`config.mk`:
```
export PLATFORM = sky130hd
export DESIGN_NAME = uart_reception
export DESIGN_NICKNAME = d
export VERILOG_FILES = /design/src/rtl/uart_reception.sv
export SDC_FILE = /design/constraint.sdc
export NUM_CORES = 1
export LEC_CHECK = 0
export BUFFER_PORTS_ARGS = -buffer_cell sky130_fd_sc_hd__buf_2
export CAP_MARGIN = 20
export CELL_PAD_IN_SITES_DETAIL_PLACEMENT = 1
export CELL_PAD_IN_SITES_GLOBAL_PLACEMENT = 1
export CORE_ASPECT_RATIO = 1.4
export CORE_MARGIN = 5
export CORE_UTILIZATION = 35
export DETAILED_ROUTE_END_ITERATION = 10
export GPL_ROUTABILITY_DRIVEN = 0
export PLACE_DENSITY = 0.64
export REMOVE_ABC_BUFFERS = 1
export SLEW_MARGIN = 20
export SYNTH_ARGS = -nofsm -noshare
export SYNTH_HDL_FRONTEND = slang
export SYNTH_SLANG_ARGS = --single-unit
```
`constraint.sdc`:
```
create_clock -name Clk_i -period 1.66 [get_ports Clk_i]
set_input_delay 0.166 -clock Clk_i [delete_from_list [all_inputs] [get_ports Clk_i]]
set_output_delay 0.166 -clock Clk_i [all_outputs]
set_load 0.1 [all_outputs]
```
`src/rtl/uart_reception.sv`:
```
// uart_reception: 8N1 UART receiver with a two-flop input synchroniser and a
// start-bit centre check. Received bytes go into a hold register that has a
// valid/acknowledge handshake. The receiver also reports overrun (sticky),
// framing error (one-cycle pulse) and busy.
module uart_reception #(
    parameter int CLKS_PER_BIT = 5208,
    parameter int HALF_BIT     = 2604,
    parameter int DATA_BITS    = 8
) (
    input  logic                 Clk_i,
    input  logic                 Reset_i,
    input  logic                 Rx_i,
    input  logic                 Data_Ack_i,
    output logic [DATA_BITS-1:0] Data_o,
    output logic                 Data_Valid_o,
    output logic                 Overrun_o,
    output logic                 Frame_Error_o,
    output logic                 Busy_o
);

    localparam int CNT_W = (CLKS_PER_BIT > 1) ? $clog2(CLKS_PER_BIT) : 1;
    localparam int IDX_W = $clog2(DATA_BITS + 1);

    localparam logic [CNT_W-1:0] BIT_LAST  = CNT_W'(CLKS_PER_BIT - 1);
    localparam logic [CNT_W-1:0] HALF_LAST = CNT_W'(HALF_BIT - 1);
    localparam logic [IDX_W-1:0] IDX_LAST  = IDX_W'(DATA_BITS - 1);

    typedef enum logic [2:0] {
        IDLE,
        START,
        DATA,
        STOP,
        BREAK_WAIT
    } state_t;

    state_t               state;
    logic [CNT_W-1:0]     bit_cnt;
    logic [IDX_W-1:0]     bit_idx;
    logic [DATA_BITS-1:0] shift_reg;
    logic                 rx_meta;
    logic                 rx_s;
    logic                 stop_sample;
    logic                 deliver;

    // Two-flop synchroniser. Both flops reset to the idle (high) line level,
    // so leaving reset cannot produce a false start edge.
    always_ff @(posedge Clk_i) begin
        if (Reset_i) begin
            rx_meta <= 1'b1;
            rx_s    <= 1'b1;
        end else begin
            rx_meta <= Rx_i;
            rx_s    <= rx_meta;
        end
    end

    // Stop-bit centre sample. A high sample there delivers a good byte.
    always_comb begin
        stop_sample = (state == STOP) && (bit_cnt == BIT_LAST);
        deliver     = stop_sample && rx_s;
    end

    // Receive FSM, hold register and status flags, all registered.
    always_ff @(posedge Clk_i) begin
        if (Reset_i) begin
            state         <= IDLE;
            bit_cnt       <= '0;
            bit_idx       <= '0;
            shift_reg     <= '0;
            Data_o        <= '0;
            Data_Valid_o  <= 1'b0;
            Overrun_o     <= 1'b0;
            Frame_Error_o <= 1'b0;
            Busy_o        <= 1'b0;
        end else begin
            Frame_Error_o <= 1'b0;

            // A delivery wins over an acknowledge in the same cycle. The new
            // byte always replaces the old one (newest wins). An overrun is
            // flagged only when the old byte was never acknowledged.
            if (deliver) begin
                Data_o       <= shift_reg;
                Data_Valid_o <= 1'b1;
                if (Data_Valid_o && !Data_Ack_i) begin
                    Overrun_o <= 1'b1;
                end
            end else if (Data_Ack_i && Data_Valid_o) begin
                Data_Valid_o <= 1'b0;
                Overrun_o    <= 1'b0;
            end

            case (state)
                IDLE: begin
                    bit_cnt <= '0;
                    if (!rx_s) begin
                        state  <= START;
                        Busy_o <= 1'b1;
                    end
                end
                START: begin
                    if (bit_cnt == HALF_LAST) begin
                        bit_cnt <= '0;
                        if (rx_s) begin
                            state  <= IDLE;
                            Busy_o <= 1'b0;
                        end else begin
                            state   <= DATA;
                            bit_idx <= '0;
                        end
                    end else begin
                        bit_cnt <= bit_cnt + CNT_W'(1);
                    end
                end
                DATA: begin
                    if (bit_cnt == BIT_LAST) begin
                        bit_cnt   <= '0;
                        shift_reg <= {rx_s, shift_reg[DATA_BITS-1:1]};
                        bit_idx   <= bit_idx + IDX_W'(1);
                        if (bit_idx == IDX_LAST) begin
                            state <= STOP;
                        end
                    end else begin
                        bit_cnt <= bit_cnt + CNT_W'(1);
                    end
                end
                STOP: begin
                    if (bit_cnt == BIT_LAST) begin
                        bit_cnt <= '0;
                        if (rx_s) begin
                            state  <= IDLE;
                            Busy_o <= 1'b0;
                        end else begin
                            Frame_Error_o <= 1'b1;
                            state         <= BREAK_WAIT;
                        end
                    end else begin
                        bit_cnt <= bit_cnt + CNT_W'(1);
                    end
                end
                BREAK_WAIT: begin
                    bit_cnt <= '0;
                    if (rx_s) begin
                        state  <= IDLE;
                        Busy_o <= 1'b0;
                    end
                end
                default: begin
                    state  <= IDLE;
                    Busy_o <= 1'b0;
                end
            endcase
        end
    end

endmodule

```
# Word level (Yosys, flattened, before mapping)
# Cells that the tools add are included.
[classes] n_reduce_logical=17 eq_ne=15 addsub=2 bitwise=3 muxes=26
[op_table] op="$pmux W13 S3" n=1
[op_table] op="$mux W13" n=2
[op_table] op="$mux W3" n=7
[op_table] op="$pmux W3 S5" n=1
[op_table] op="$add A13 B1 Y13 const B" n=1
[op_table] op="$eq A13 B12 Y1 const B" n=1
[op_table] op="$eq A13 B13 Y1 const B" n=1
[op_table] op="$mux W4" n=3
[op_table] op="$ne A2 B2 Y1 const B" n=6
[op_table] op="$mux W1" n=9
[op_table] op="$pmux W4 S2" n=1
[op_table] op="$reduce_and A4 Y1" n=2
[op_table] op="$eq A3 B2 Y1 const B" n=2
[op_table] op="$reduce_and A6 Y1" n=1
[op_table] op="$pmux W1 S5" n=1
[op_table] op="$add A4 B1 Y4 const B" n=1
[op_table] op="$eq A4 B3 Y1 const B" n=1
[op_table] op="$logic_and A1 B1 Y1" n=4
[op_table] op="$ne A2 B1 Y1 const B" n=2
[op_table] op="$reduce_and A2 Y1" n=2
[op_table] op="$reduce_bool A2 Y1" n=2
[op_table] op="$reduce_or A2 Y1" n=2
[op_table] op="$eq A3 B1 Y1 const B" n=1
[op_table] op="$eq A3 B3 Y1 const B" n=1
[op_table] op="6 further kinds" n=8
[word_totals] output_inout_bits=12 inputBits=4 register_bits=42

# Depth between registers and ports, before layout
# Gate-level depths: netlist of the first run.
[logic_depth] word_depth=5 mapped_depth=7 ltp_nobuf=6

# Worst setup path before layout of the first run
# OpenSTA, ideal clock, no wires.
[synth_timing] kind="reg-to-reg" start="register bit_cnt[0]" end="register Data_o[6]" setup_time_ns=0.067 t_required_ns=1.593 arrival_time_ns=1.524 synth_period_minus_slack_ns=1.591 setup_slack_ns=0.069 stages_incl_launch_ff=8 cell_sequence="dfxtp_1 -> ha_1 -> nor3b_4 -> and3_4 -> and3_1 -> buf_6 -> nand2_1 -> a21oi_2"
[synth_between] elab_chain_len=3
[synth_rtl] element="start, declared" line="37" text="logic [CNT_W-1:0] bit_cnt;"
[synth_rtl] element="start signal, assigned" line="111" text="bit_cnt <= bit_cnt + CNT_W'(1);"
[synth_rtl] element="start signal, assigned" line="123" text="bit_cnt <= bit_cnt + CNT_W'(1);"
[synth_rtl] element="start signal, assigned" line="137" text="bit_cnt <= bit_cnt + CNT_W'(1);"
[synth_rtl] element="$eq A13 B13 Y1" line="59" text="stop_sample = (state == STOP) && (bit_cnt == BIT_LAST);"
[synth_rtl] element="$logic_and A1 B1 Y1" line="59"
[synth_rtl] element="$logic_and A1 B1 Y1" line="60" text="deliver = stop_sample && rx_s;"
[synth_rtl] element="end signal, assigned" line="82" text="Data_o <= shift_reg;"
[synth_rtl] element="end, declared" line="14" text="output logic [DATA_BITS-1:0] Data_o,"
# No other way between the ends.
# A chain may end at the register's enable or synchronous reset.

# Worst setup path after layout of the first run
[layout_timing] start="register bit_cnt[1]" end="register state[0]"
[layout_between] elab_chain_len=3
[layout_rtl] element="$eq A13 B13 Y1 or $eq A13 B12 Y1 (tied branches)" line="115, 127, 101"
[layout_rtl] element="$ne A2 B2 Y1 (no source line) or $ne A2 B1 Y1 (tied branches)"
[layout_rtl] element="$reduce_and A6 Y1 (no source line) (*)"
[layout_rtl] element="end signal, assigned" line="120" text="state <= STOP;"
[layout_rtl] element="end signal, assigned" line="130" text="state <= IDLE;"
[layout_rtl] element="end signal, assigned" line="134" text="state <= BREAK_WAIT;"
[layout_rtl] element="end, declared" line="36" text="state_t state;"
# Every way passes the cells marked *; elsewhere a longest branch is shown, timed or not.

==> results of run 1 <==
-- kinds of logic after synthesis --
family                     Yosys count  share of synthesized area [%]
xor gates and xnor gates            10                          4.648
and+or+nand+nor                    116                          31.54
AOI/OAI and AO/OA                   40                          13.81
buffers and inverters               13                          3.519
DFF                                 42                          44.62
adders and majority gates            3                          1.859
-- path summary, 6_finish.rpt --
check	end	slack, ns	depth (start not counted)
worst min-delay path	rx_meta	0.05	2
worst min register to register	rx_s	0.43	1
worst max register to register	state[0]	0.1	5
worst max-delay path	state[0]	0.1	5
-- timing repair --
action / CTS / global route
resized for setup: 2 / 6
buffers inserted: 2 / 1
pin swaps: 1 / 2
setup endpoints to repair: 9 / 19
endpoints found under the hold margin: 0 / 0
-- placed cells by master, fill, tap and decap left out, drive strengths merged, types with 2 or more instances in the layout --
| cell type | instances |
|---|---|
| and4 | 2 |
| bufinv | 2 |
| ha | 2 |
| and2 | 2 |
| a31oi | 2 |
| xor2 | 4 |
| a21oi | 22 |
| or2 | 2 |
| inv | 3 |
| xnor2 | 6 |
| buf | 36 |
| and3 | 6 |
| dfxtp | 42 |
| clkbuf | 6 |
| nand4 | 2 |
| and4bb | 2 |
| o21ai | 7 |
| nor4 | 2 |
| nand3 | 14 |
| nor2 | 18 |
| nand2 | 49 |
| nor3 | 10 |
| nand4bb | 2 |
-- layout make-up --
type / instances / area, um^2 / share of cell area (%)
clock buffer: 6 / 82.58 / 3.558
clock inverter: 2 / 60.06 / 2.588
inverter: 4 / 15.01 / 0.6469
multi-input combinational: 169 / 999.7 / 43.07
sequential: 42 / 844.6 / 36.39
tap: 66 / 82.58 / 3.558
timing repair buffer: 36 / 236.5 / 10.19
-- through the flow --
step | worst slack (ns) | instance area, um^2 | instances | utilization [%] | total power [mW]
detailed placement | -0.04898 | 2126 | 314 | 40.90 | 1.099
CTS | -0.008811 | 2291 | 324 | 44.08 | 2.094
global placement | 0.02761 | 2126 | 314 | 40.90 | 1.098
floorplan | 0.01104 | 1833 | 215 | - | 1.070
global route | 0.01212 | 2321 | 325 | 44.66 | 2.138
finish | 0.09798 | 2321 | 325 | 44.66 | 2.062
-- power breakdown --
part,switching (mW),internal (mW),leakage (nW)
clock,0.345,0.641,0.0714
sequential,0.00596,1.01,0.340
combinational,0.0379,0.0189,0.430
total,0.389,1.67,0.842
-- synthesized netlist by cell type (2+ instances only) --
cell        n
and3_4      2
o21ai_1     2
o21ai_0     4
and3_1      3
nand4_1     2
clkbuf_1    4
nand2_1    49
or2_2       2
nor3_1     10
inv_1       3
ha_1        2
nor2_1     18
a21oi_1    21
nand4bb_1   2
dfxtp_1    42
xor2_1      4
buf_2       2
and4bb_1    2
and2_1      2
buf_4       2
nand3_1    14
xnor2_1     6
a31oi_1     2
-- layer usage --
layer / wire length, um / up-vias
met5: 0 / -
met1: 1797 / 797
met4: 53 / 0
met3: 106 / 5
li1: - / 845
met2: 2513 / 14
==> flow_summary.toml, run 1 <==
[global_routing]
grt_pass1_wl_mm = 7.355
antenna_found_initial = 0
grt_pass1_vias = 1659
met2_usage_pct = 25.28
grt.busiest_layer = "met2"
met3_usage_pct = 2.490
use_met1_pct = 13.24
grt_max_degree = 26
grt_overflow_total = 0
track_usage_pct = 12.93

[floorplanning]
io-pin-count = 16
row_count = 31
die_h_um = 96.82
dieArea_um2 = 6972
die_w_um = 72.01
initial_core_util_pct = 36.25
core_area_um2 = 5197

[hold_path]
min_from = "Rx_i"
hp-class = "primary input to flip-flop"

[clock_tree]
cts_sinks = 42
clkLatencyLatePin_ns = 0.29
cts_tree = "done"
htree_levels = 2
clkSlewWorstSetupHoldPaths_ns = 0.08
cts_root_buf = "clkbuf_8"
cts_buffers = 5
cts_hold_buf = 0
cts_buffer_depth = 2

[layout]
drive_gt1_share_pct = 24.32
n_fill_cell = 645
largest_reg_flops = 13
area_growth_pct = 23.17
diodes = 0
fin_nets = 264

[sta]
timing.hold.ws_ns = 0.05263
period_needed_ns = 1.562
period_share_pct = 94.10
maxSlewHeadroom_pct = 67.81
maxSlewViolCount = 0
max_freq_mhz = 640.2
grt_setup_unrepaired = "no"
tightest_slew_ns = 0.4861
setup_viol = 0
skew_ns = 0.006600
tns_ns = 0
finalHoldViolCount = 0

[worst_setup_path]
path_class = "flip-flop to flip-flop"
slowest_stage = "or3b_2"
startpoint_type = "flip-flop"
path_max_fanout = 3
critPathTopFamily = "simple AND/OR/NAND/NOR gates"
cp_slowest_stage_delay_ns = 0.48
crit_buf_inv = 0
timing.rr.start = "bit_cnt[1]"
crit_required_ns = 1.88
crit_chain = "ha_4 > or3b_2 > nor3_1 > a31oi_1 > a21oi_1"
startpoint = "bit_cnt[1]"
worstSetupEndpointType = "flip-flop"
arrival_ns = 1.78

[synth]
synthTopCellsByArea = "dfxtp_1 45%, nand2_1 9.8%, a21oi_1 5.6%"
synth_edf_count = 0
async_reset_ff_share_pct = 0
synth_top_area_share_pct = 44.62
yosysSeqAreaShare_pct = 44.62
synth_warnings = 0
synth.avg_cell_area_um2 = 8.412
synthFlopType = "dfxtp_1"
synth_seq_cells = 42
ys_types = 47
syn-instance-count = 224
synth_top_area_cell = "dfxtp_1"
netlist_area_um2 = 1884

[pwr]
p_leak_nw = 0.8423
peakVddDrop_v = 0.0004506
power_density_nw_per_um2 = 888.3

[job]
cap_violations = 0

[routing]
drtIter0Drc = 66
drc = 0
dr.pass1.iters = 4
wl_mm = 4.471
wl_per_cell_um = 13.76
ant_nets = 0
vias = 1661
viasPerCell = 5.111

[run_status]
status = "completed"

[placed_design]
portBuffers = 15
dpl.hpwl_mm = 3.410
(Power assumes the default switching activity.)
==> inputs of run 2 (changes only) <==
==> constraint.sdc (replaced) <==
create_clock -name Clk_i -period 1.3 [get_ports Clk_i]
set_input_delay 0.065 -clock Clk_i [delete_from_list [all_inputs] [get_ports Clk_i]]
set_output_delay 0.065 -clock Clk_i [all_outputs]
set_load 0.1 [all_outputs]
==> run 2 against run 1 <==
The run now ends with setup timing left. Non-clock buffer count increased by 24. Final cell count increased by 8.0%. First-iteration DRC count shrank 23%. Via count grew 9.6%. Combinational power rose by 67%. Worst hold slack worse by 0.048 ns. Largest cell class unchanged. Clock power decreased by 6.9%. Clock skew is 0.0034 ns lower. Count of clock-buffer cells in the layout is the same.
==> flow_summary.toml, run 2 (same netlist as run 1, synthesis figures left out) <==
[pwr]
power_density_nw_per_um2 = 851.1
p_leak_nw = 0.9881
peakVddDrop_v = 0.0003623

[layout]
layout_common_cells = "38 x nand2_1, 37 x buf_4, 34 x dfxtp_1"
drive_gt1_share_pct = 43.86
mostFrequentLayoutCell = "nand2_1"
fin_nets = 290
n_fill_cell = 634
multi_input_area_um2 = 1197
diodes = 0
stdcell_count = 351
largest_reg_flops = 13
seqCellArea_um2 = 855.8
area_growth_pct = 44.02

[routing]
wl_mm = 5.447
drtIter0Drc = 51
dr.pass1.iters = 4
ant_nets = 0
drc = 0
wl_per_cell_um = 15.52
vias = 1821
viasPerCell = 5.188

[job]
cap_violations = 0

[worst_setup_path]
worstSetupEndpointType = "flip-flop"
startpoint_type = "flip-flop"
timing.rr.start = "bit_cnt[11]"
path_class = "flip-flop to flip-flop"
startpoint = "bit_cnt[11]"
arrival_ns = 1.76
path_max_fanout = 5
crit_required_ns = 1.53

[sta]
max_freq_mhz = 654.8
maxSlewHeadroom_pct = 67.81
period_share_pct = 117.5
period_needed_ns = 1.527
maxSlewViolCount = 0
skew_ns = 0.003207
timing.hold.ws_ns = 0.004597
setup_viol = 39
tns_ns = -6.521
finalHoldViolCount = 0
tightest_slew_ns = 0.4863
grt_setup_unrepaired = "yes"
timing.final.ws_setup_ns = -0.2271

[global_routing]
grt_pass1_vias = 1897
antenna_found_initial = 0
grt_max_degree = 15
grt_pass1_wl_mm = 8.797
grt_overflow_total = 0
track_usage_pct = 15.76

[clock_tree]
cts_sinks = 42
cts_buffer_depth = 2
clkLatencyLatePin_ns = 0.30
cts_buffers = 5
htree_levels = 2
clkSlewWorstSetupHoldPaths_ns = 0.08
cts_tree = "done"
cts_root_buf = "clkbuf_8"

[hold_path]
hp-class = "primary input to flip-flop"
min_from = "Reset_i"

[placed_design]
portBuffers = 15
dpl.hpwl_mm = 3.697
dp_cells = 332
dp_slack_ns = -0.3004

[floorplanning]
die_w_um = 72.01
dieArea_um2 = 6972
initial_core_util_pct = 36.25
row_count = 31
core_area_um2 = 5197
die_h_um = 96.82
io-pin-count = 16

[run_status]
violations = "setup timing"
status = "finished with violations"
run 2: report_power, final:
part	switching (mW)	total, mW	internal [mW]	leakage (nW)
Clock	0.492	0.919	0.428	0.0472
Sequential	0.00746	1.30	1.29	0.344
Combinational	0.0579	0.0946	0.0367	0.597
run 2: area by class of cell:
| type | count | area share [%] |
|---|---|---|
| clock buffer | 6 | 3.043 |
| clock inverter | 2 | 0.4610 |
| inverter | 4 | 0.5533 |
| multi-input combinational | 171 | 44.12 |
| sequential | 42 | 31.54 |
| tap | 66 | 3.043 |
| timing repair buffer | 60 | 17.24 |
run 2: repair_timing:
action	4_1_cts	5_1_grt
cloned	0	2
pin swaps	17	27
hold endpoints to repair	1	0
resized for setup	31	34
setup buffers	4	5
hold buffers	1	0
endpoints found under the setup margin	39	39
run 2: worst max-delay path, stage by stage (launching register included):
cell and delay [ns]:
dfxtp_4 0.34, and4bb_1 0.31, and4_4 0.29, o21ai_4 0.11, buf_12 0.14, a2bb2oi_2 0.14, nor3_1 0.11
run 2: routing by layer:
| metal | share of wire [%] | global-route usage [%] | vias to the layer above |
|---|---|---|---|
| met5 | 0 | 0 | - |
| met1 | 38 | 15.06 | 901 |
| met4 | 1.1 | 4.776 | 0 |
| met3 | 2.3 | 2.801 | 5 |
| met2 | 58 | 32.15 | 16 |
| li1 | - | - | 899 |
run 2: final timing paths:
path	endpoint	slack, ns	depth (start not counted)
worst min register to register	rx_s	0.42	1
worst max-delay path	state[1]	-0.23	6
worst min-delay path	Data_o[6]	0.005	2
worst max register to register	state[1]	-0.23	6
run 2: stage by stage:
step / cell area (um^2) / utilization, % / total power, mW
floorplan: 1833 / - / 1.366
global placement: 2286 / 43.98 / 1.410
detailed placement: 2286 / 43.98 / 1.411
CTS: 2534 / 48.75 / 2.323
global route: 2714 / 52.21 / 2.384
finish: 2714 / 52.21 / 2.310
